[src/rtl/wb_req_pkg.sv]
// Shared types and constants for the Wishbone burst request master.
package wb_req_pkg;

  // Bytes covered by one 32-bit Wishbone beat; also the address stride.
  localparam int BEAT_BYTES = 4;

  // Width of the beat-count field (beats minus one).
  localparam int LEN_W = 8;

  // Burst sequencer states.
  typedef enum logic [2:0] {
    IDLE = 3'd0,
    WDAT = 3'd1,
    BUS  = 3'd2,
    RDAT = 3'd3,
    END  = 3'd4
  } state_e;

endpackage

[src/rtl/wb_req_master.sv]
// Wishbone classic burst master: turns one command into len+1 single-beat
// Wishbone cycles under a single cyc, with write data pulled from a stream
// and read data pushed to a stream, plus a per-beat timeout abort.
//
// Handshakes (req, wdat, rdat): a transfer happens on a rising edge where
// valid and ready are both 1. A source may not retract valid or change its
// payload until the transfer happens; ready carries no such obligation.
module wb_req_master
  import wb_req_pkg::*;
#(
  parameter int AW      = 32,
  parameter int DW      = 32,   // only 32 is supported
  parameter int TIMEOUT = 255
) (
  input  logic             wb_clk_i,
  input  logic             wb_rst_i,
  // command
  input  logic             req_valid_i,
  output logic             req_ready_o,
  input  logic [AW-1:0]    req_adr_i,
  input  logic             req_we_i,
  input  logic [3:0]       req_sel_i,
  input  logic [LEN_W-1:0] req_len_i,
  input  logic             req_incr_i,
  // write-data stream
  input  logic             wdat_valid_i,
  output logic             wdat_ready_o,
  input  logic [DW-1:0]    wdat_i,
  // read-data stream
  output logic             rdat_valid_o,
  input  logic             rdat_ready_i,
  output logic [DW-1:0]    rdat_o,
  output logic             rdat_last_o,
  // burst status
  output logic             done_o,
  output logic             err_o,
  // Wishbone master
  output logic [AW-1:0]    wbm_adr_o,
  output logic [DW-1:0]    wbm_dat_o,
  output logic [3:0]       wbm_sel_o,
  output logic             wbm_we_o,
  output logic             wbm_cyc_o,
  output logic             wbm_stb_o,
  input  logic [DW-1:0]    wbm_dat_i,
  input  logic             wbm_ack_i,
  input  logic             wbm_err_i,
  // debug view of the sequencer
  output state_e           dbg_state_o
);

  // Wide enough to hold TIMEOUT itself.
  localparam int TW = $clog2(TIMEOUT + 1);

  state_e           state_q, state_d;
  logic [AW-1:0]    adr_q,   adr_d;
  logic [DW-1:0]    dat_q,   dat_d;
  logic [DW-1:0]    rdat_q,  rdat_d;
  logic [3:0]       sel_q,   sel_d;
  logic             we_q,    we_d;
  logic             incr_q,  incr_d;
  logic             err_q,   err_d;
  logic [LEN_W-1:0] cnt_q,   cnt_d;
  logic [TW-1:0]    tmo_q,   tmo_d;

  // State and datapath registers; reset returns everything to zero / IDLE.
  always_ff @(posedge wb_clk_i) begin
    if (wb_rst_i) begin
      state_q <= IDLE;
      adr_q   <= '0;
      dat_q   <= '0;
      rdat_q  <= '0;
      sel_q   <= '0;
      we_q    <= 1'b0;
      incr_q  <= 1'b0;
      err_q   <= 1'b0;
      cnt_q   <= '0;
      tmo_q   <= '0;
    end else begin
      state_q <= state_d;
      adr_q   <= adr_d;
      dat_q   <= dat_d;
      rdat_q  <= rdat_d;
      sel_q   <= sel_d;
      we_q    <= we_d;
      incr_q  <= incr_d;
      err_q   <= err_d;
      cnt_q   <= cnt_d;
      tmo_q   <= tmo_d;
    end
  end

  // Next-state and datapath updates for the burst sequencer.
  always_comb begin
    state_d = state_q;
    adr_d   = adr_q;
    dat_d   = dat_q;
    rdat_d  = rdat_q;
    sel_d   = sel_q;
    we_d    = we_q;
    incr_d  = incr_q;
    err_d   = err_q;
    cnt_d   = cnt_q;
    // Outside BUS the timeout counter sits at zero, so it is clear on entry.
    tmo_d   = '0;

    unique case (state_q)
      IDLE: begin
        if (req_valid_i) begin
          adr_d   = req_adr_i;
          sel_d   = req_sel_i;
          we_d    = req_we_i;
          incr_d  = req_incr_i;
          cnt_d   = req_len_i;
          err_d   = 1'b0;
          state_d = req_we_i ? WDAT : BUS;
        end
      end

      WDAT: begin
        if (wdat_valid_i) begin
          dat_d   = wdat_i;
          state_d = BUS;
        end
      end

      BUS: begin
        if (wbm_err_i) begin
          // Error has priority over a simultaneous ack.
          err_d   = 1'b1;
          state_d = END;
        end else if (wbm_ack_i) begin
          if (incr_q) adr_d = adr_q + AW'(BEAT_BYTES);
          if (we_q) begin
            if (cnt_q == '0) begin
              state_d = END;
            end else begin
              cnt_d   = cnt_q - LEN_W'(1);
              state_d = WDAT;
            end
          end else begin
            rdat_d  = wbm_dat_i;
            state_d = RDAT;
          end
        end else if (tmo_q == TW'(TIMEOUT - 1)) begin
          // This silent cycle is the TIMEOUT-th one with stb high.
          err_d   = 1'b1;
          state_d = END;
        end else begin
          tmo_d = tmo_q + TW'(1);
        end
      end

      RDAT: begin
        if (rdat_ready_i) begin
          if (cnt_q == '0) begin
            state_d = END;
          end else begin
            cnt_d   = cnt_q - LEN_W'(1);
            state_d = BUS;
          end
        end
      end

      END: begin
        state_d = IDLE;
      end

      default: begin
        state_d = IDLE;
      end
    endcase
  end

  // Outputs decode straight from registered state, so none are combinational
  // paths from inputs.
  assign req_ready_o  = (state_q == IDLE);
  assign wdat_ready_o = (state_q == WDAT);
  assign wbm_stb_o    = (state_q == BUS);
  assign wbm_cyc_o    = (state_q == WDAT) || (state_q == BUS) || (state_q == RDAT);
  assign rdat_valid_o = (state_q == RDAT);
  assign rdat_last_o  = (state_q == RDAT) && (cnt_q == '0);
  assign rdat_o       = rdat_q;
  assign done_o       = (state_q == END);
  assign err_o        = (state_q == END) && err_q;
  assign wbm_adr_o    = adr_q;
  assign wbm_dat_o    = dat_q;
  assign wbm_sel_o    = sel_q;
  assign wbm_we_o     = we_q;
  assign dbg_state_o  = state_q;

endmodule

[config.mk]
export PLATFORM = sky130hd
export DESIGN_NAME = wb_req_master
export DESIGN_NICKNAME = d
export VERILOG_FILES = /design/src/rtl/wb_req_pkg.sv /design/src/rtl/wb_req_master.sv
export SDC_FILE = /design/constraint.sdc
export NUM_CORES = 1
export LEC_CHECK = 0
export CORE_AREA = 8 8 124 126
export DETAILED_ROUTE_END_ITERATION = 8
export DIE_AREA = 0 0 132 134
export PLACE_DENSITY = 0.86
export SYNTH_ARGS = -nofsm -noshare
export SYNTH_HDL_FRONTEND = slang
export SYNTH_SLANG_ARGS = --single-unit
[constraint.sdc]
create_clock -name wb_clk_i -period 2.8 [get_ports wb_clk_i]
set_input_delay 0.56 -clock wb_clk_i [delete_from_list [all_inputs] [get_ports wb_clk_i]]
set_output_delay 0.56 -clock wb_clk_i [all_outputs]
set_load 0.05 [all_outputs]
==> flow_metrics.tcl, run 1 <==
set metrics [dict create \
    outcome "finished, final reports clean" \
    post_drt_wl_per_cell_um 17.1 \
    p_int_w 0.00459 \
    critPathKind "flip-flop to output port" \
    cts_max_level 4 \
    ys_async_sr_fraction_pct 0 \
    wl_um 19600 \
    cts_tree "yes" \
    r2r_setup_slack_ns 0.28 \
    die_area_mm2 0.0177 \
    cts_max_path_buffers 2 \
    synth.largest_area_cell "dfxtp_1" \
    whs_ns 0.450 \
    period_minus_slack_ns 2.73 \
    grt-ovfl-total 0 \
    yosysWarnings 0 \
    n_antenna_cell 0 \
    fp.dieH_um 134 \
    final_layout_size_suffix_gt1_share_pct 8.89 \
    r2r-start "wbm_adr_o[2]" \
    viasPerCell 5.42 \
    grt_antenna_before_repair 0 \
    nFillCells 1102 \
    synth_cell_types 58 \
    required_ns 2.24 \
    combPwrFrac_pct 38.6 \
    core_mm2 0.0135 \
    dr.pass1.iters 5 \
    min_path_type "flip-flop to flip-flop" \
    ys_seq_area_share_pct 44.0 \
    setup_viol 0 \
    ir_drop_mv 0.750 \
    synth_top_flop_cell "dfxtp_1" \
    drc 0 \
    area.growth.synth_to_final_pct 58.4 \
    finalMaxSlewViolations 0 \
    pre_cts_slack_ns 0.130 \
    port_buffers 228 \
    seq_power_share_pct 29.9 \
    cp.arrival_ns 2.17 \
    cap_violations 0 \
    synth_edf_count 0 \
    hp-start "wbm_adr_o[0]" \
    powerDensity_mw_per_mm2 840 \
    clock_sinks 122 \
    leakage_nw 3.10 \
    start_util_pct 41.1 \
    worstMarginPinSlew_ns 0.594 \
    switching_share_pct 37.9 \
    postRouteAntennaNets 0 \
    mostFrequentLayoutCells "221 x clkdlybuf4s50_1, 187 x nand2_1, 120 x dfxtp_1" \
    place_hpwl_um 13900 \
    syn-num-nets 848 \
    drt_iter0_drc 546 \
    min_delay_path_depth 2 \
    endpoint_kind "output port" \
    die_w_um 132 \
    cp-start-kind "flip-flop" \
    fmax_mhz 366 \
    synth_top_cells_by_area "dfxtp_1 44%, nand2_1 13%, a21oi_1 8.7%" \
    place_congestion 0.896 \
    setup_slack_ns 0.0675 \
    regToRegEndpoint "wbm_adr_o[25]" \
    cts_buffers 17 \
    fin_crit_sh_pct 97.6 \
    pin_count 229 \
    syn_inst 727 \
    ys_ff_latch 122 \
    grt_max_degree 55 \
    crit_fanout 2 \
    avgSynthCellArea_um2 7.64 \
    finClkSkew_ns 0.00405 \
    grt_pass1_vias 5986 \
    slew-limit-headroom_pct 60.0 \
    synth_top_area_share_pct 44.0 \
    min_to "wbm_adr_o[0]" \
    grt_pass1_wl_um 30700 \
    num_rows 43 \
    layout_commonest_cell "clkdlybuf4s50_1" \
    nets 1075 \
    cts-root-buf "clkbuf_16" \
    grt_usage_pct 21.4 \
    synth_area_mm2 0.00555 \
    cts_hold_buf 0 \
    p_switching_w 0.00280 \
    clk_pin_slew_ns 0.05 \
    vias 6216 \
    reg2reg_depth 5 \
    hold_violations 0 \
    clkLatencyLatePin_ns 0.41 \
    rsz0062_at_grt "true" \
    clkPwrFrac_pct 31.4 \
]
==> through the flow <==
stage	cells	cell area [um2]	setup TNS (ns)	power (W)	util, %
2_1_floorplan	727	5560	-0.155	0.00393	-
4_1_cts	1147	8790	-0.0592	0.00738	65.1
3_3_place_gp	1109	8090	0	0.00494	59.9
5_1_grt	1147	8790	-0.00222	0.00773	65.1
3_5_place_dp	1109	8090	0	0.00496	59.9
6_report	1147	8790	0	0.00739	65.1
==> Yosys cell counts (all sizes together), types with 3 or more instances <==
cell type and n:
nand2 187, dfxtp 122, a21oi 96, clkbuf 49, nor2 43, o21ai 25, nand3 23, nor3 13
a22oi 10, inv 10, nand4 10, a31oi 9, and2 9, or3 9, a211oi 8, nand2b 7
nor4 7, and3 6, o211ai 6, or4 6, a22o 4, a2bb2oi 4, a32o 4, and4 4
ha 4, o41ai 4, or4b 4, xor2 4, mux2i 3, nor2b 3, o31ai 3, xnor2 3
==> power groups by stage <==
stage / Sequential [W] / Clock, W / Combinational, W
6_report: 0.00221 / 0.00232 / 0.00285
4_1_cts: 0.00220 / 0.00235 / 0.00283
5_1_grt: 0.00225 / 0.00243 / 0.00305
3_5_place_dp: 0.00224 / 0 / 0.00272
2_1_floorplan: 0.00281 / 0 / 0.00112
3_3_place_gp: 0.00223 / 0 / 0.00271
==> routing by layer <==
metal	vias to the layer above	global-route usage [%]	wire length [um]
met5	-	0	0
met4	0	8.49	443
met3	34	6.73	1540
met2	259	37.7	9950
met1	2899	23.4	7660
li1	3024	-	-
==> cell type report <==
cell class,instances,area [um2],area share (%)
Multi-Input combinational cell,545,2930,33.3
Clock buffer,22,464,5.28
Tap cell,180,225,2.56
Inverter,10,37.5,0.427
Timing Repair Buffer,258,2520,28.7
Sequential cell,122,2440,27.8
Clock inverter,10,165,1.88
==> state kept, by name, indices dropped and copies added, names as in the netlist <==
signal / flops
cnt_q: 8
incr_q: 1
wbm_we_o: 1
tmo_q: 8
dbg_state_o: 3
wbm_sel_o: 4
err_q: 1
wbm_dat_o: 32
rdat_o: 32
wbm_adr_o: 32
==> worst max-delay path: stages (launching register included) <==
cell and delay (ns):
dfxtp_2 0.32, inv_2 0.07, ha_4 0.14, or4b_4 0.46, or4_4 0.45, nor3_4 0.16
buf_12 0.16
==> what timing repair did <==
item,CTS,global route
setup endpoints to repair,1,3
buffers inserted,6,0
pin swaps,3,3
gates resized for setup,9,2
hold endpoints to repair,0,0
==> worst max-delay path by stage <==
stage / to / cells after the start / start / slack, ns
after global placement: rdat_last_o / 6 / cnt_q[0] / 0.16
final: rdat_last_o / 6 / cnt_q[0] / 0.07
after global routing: rdat_last_o / 6 / cnt_q[0] / -0.002
after CTS: rdat_last_o / 6 / cnt_q[1] / -0.06
after floorplan: rdat_last_o / 6 / cnt_q[0] / -0.16
after detailed placement: rdat_last_o / 6 / cnt_q[0] / 0.13
==> cell families (layout without fill, tap and decap cells) <==
| kind of cell | Yosys count | in the layout | share of synthesized area (%) |
|---|---|---|---|
| adder cells (fa/ha/maj) | 4 | 4 | 0.902 |
| buffers and inverters | 60 | 300 | 4.19 |
| AND/OR/NAND/NOR | 338 | 338 | 28.0 |
| flip-flops | 122 | 122 | 44.0 |
| XOR/XNOR | 7 | 7 | 1.10 |
| multiplexers | 4 | 4 | 0.744 |
| AO/OA/AOI/OAI | 192 | 192 | 21.0 |
Power figures use the tool's default switching activity.
==> run 2, diff against run 1 <==
- SKIP_LAST_GASP: default -> 1
==> run 2 against run 1 <==
  * Final area stayed put
  * Power decreased by 0.11%
  * Global-route usage stayed put
  * Critical endpoint unchanged
==> flow_metrics.tcl, run 2 (same netlist as run 1, synthesis figures left out) <==
set metrics [dict create \
    outcome "finished, final reports clean" \
    n_antenna_cell 0 \
    layout_commonest_cell "clkdlybuf4s50_1" \
    r2r-start "wbm_adr_o[2]" \
    nFillCells 1102 \
    place_congestion 0.896 \
    cts_max_level 4 \
    fin_crit_sh_pct 97.5 \
    reg2reg_depth 5 \
    post_drt_wl_per_cell_um 17.0 \
    whs_ns 0.449 \
    core_mm2 0.0135 \
    power_w 0.00738 \
    min_to "err_q" \
    setup_slack_ns 0.0695 \
    grt-ovfl-total 0 \
    nets 1075 \
    setup_viol 0 \
    die_area_mm2 0.0177 \
    leakage_nw 3.10 \
    fp.dieH_um 134 \
    critPathKind "flip-flop to output port" \
    port_buffers 228 \
    p_int_w 0.00459 \
    grt_pass1_wl_um 30700 \
    cp.arrival_ns 2.17 \
    combPwrFrac_pct 38.6 \
    finClkSkew_ns 0.00398 \
    dp.cells 1109 \
    slew-limit-headroom_pct 59.0 \
    drt_iter0_drc 504 \
    pin_count 229 \
    path_cells "inv_2 -> ha_4 -> or4b_4 -> or4_4 -> nor3_4 -> buf_12" \
    crit_slowest_cell "or4b_4" \
    required_ns 2.24 \
    hold_violations 0 \
    vias 6253 \
    r2r_setup_slack_ns 0.28 \
    wl_um 19600 \
    viasPerCell 5.45 \
    cts_buffers 17 \
    min_path_type "flip-flop to flip-flop" \
    worstMarginPinSlew_ns 0.609 \
    hp-start "err_q" \
    dr.pass1.iters 6 \
    grt_pass1_vias 5986 \
    cp-start-kind "flip-flop" \
    powerDensity_mw_per_mm2 839 \
    grt_usage_pct 21.4 \
    rsz0062_at_grt "true" \
    slowest_delay_ns 0.46 \
    cts-root-buf "clkbuf_16" \
    area.growth.synth_to_final_pct 58.4 \
    cts_max_path_buffers 2 \
    period_minus_slack_ns 2.73 \
    crit_fanout 2 \
    grt_max_degree 55 \
    min_delay_path_depth 2 \
    seq_power_share_pct 30.0 \
    clkLatencyLatePin_ns 0.41 \
    endpoint_kind "output port" \
    die_w_um 132 \
    cts_tree "yes" \
    final_cell_count_no_fill 1147 \
    place_hpwl_um 13900 \
    setup_tns_ns 0 \
    final_layout_size_suffix_gt1_share_pct 8.89 \
    fmax_mhz 366 \
    pre_cts_slack_ns 0.130 \
    switching_share_pct 37.8 \
    start_util_pct 41.1 \
    cap_violations 0 \
    postRouteAntennaNets 0 \
    clk_pin_slew_ns 0.05 \
    p_switching_w 0.00279 \
    num_rows 43 \
    clkPwrFrac_pct 31.4 \
    finalMaxSlewViolations 0 \
    drc 0 \
    regToRegEndpoint "wbm_adr_o[25]" \
    clock_sinks 122 \
    grt_antenna_before_repair 0 \
    mostFrequentLayoutCells "221 x clkdlybuf4s50_1, 187 x nand2_1, 120 x dfxtp_1" \
    ir_drop_mv 0.743 \
]
## run 2: cell counts in the layout (fill, tap and decap cells not counted)
Identical to the previous run, type by type.
## run 2: stage by stage
step                      utilization [%]  cell area [um2]
after floorplan                         -             5560
after global placement               59.9             8090
after detailed placement             59.9             8090
after CTS                            65.1             8790
after global routing                 65.1             8790
final                                65.1             8790
## run 2: repair_timing
item | CTS | global route
hold endpoints to repair | 0 | 0
setup buffers | 6 | 0
hold buffers | 0 | 0
pin swaps | 3 | 2
gates resized for setup | 9 | 2
endpoints found under the setup margin | 1 | 3
## run 2: worst max-delay path by stage
| stage | from | endpoint | cells after the start |
|---|---|---|---|
| finish | cnt_q[1] | rdat_last_o | 6 |
| global route | cnt_q[1] | rdat_last_o | 6 |
| CTS | cnt_q[1] | rdat_last_o | 6 |
| detailed placement | cnt_q[0] | rdat_last_o | 6 |
| global placement | cnt_q[0] | rdat_last_o | 6 |
| floorplan | cnt_q[0] | rdat_last_o | 6 |
## run 2: worst max-delay path: cells and delay by family, from the launching register on
| family | cells | cell delay (ns) |
|---|---|---|
| flops | 1 | 0.32 |
| fa+ha+maj | 1 | 0.14 |
| simple gates | 3 | 1.07 |
| buf+inv | 2 | 0.23 |
## run 2: final cells by class
| class | count | area, um2 | share of cell area (%) |
|---|---|---|---|
| Tap cell | 180 | 225 | 2.56 |
| Inverter | 10 | 37.5 | 0.427 |
| Clock buffer | 22 | 464 | 5.28 |
| Clock inverter | 10 | 165 | 1.88 |
| Timing Repair Buffer | 258 | 2520 | 28.7 |
| Sequential cell | 122 | 2440 | 27.8 |
| Multi-Input combinational cell | 545 | 2930 | 33.3 |
## run 2: routing by layer
| layer | vias up | wire [um] | global-route usage (%) |
|---|---|---|---|
| li1 | 3026 | - | - |
| met5 | - | 0 | 0 |
| met1 | 2897 | 7520 | 23.4 |
| met3 | 46 | 1570 | 6.73 |
| met4 | 0 | 477 | 8.49 |
| met2 | 284 | 9980 | 37.7 |
## run 2: power groups by stage
stage          clock, W  combinational [W]  sequential [W]
2_1_floorplan         0            0.00112         0.00281
3_3_place_gp          0            0.00271         0.00223
3_5_place_dp          0            0.00272         0.00224
4_1_cts         0.00235            0.00283         0.00220
5_1_grt         0.00243            0.00305         0.00225
6_report        0.00232            0.00285         0.00221
==> run 3, diff against run 2 <==
- CAP_MARGIN: default -> 20
==> results of run 3 <==
Final layout, timing and power as in run 2 (identical DEF).
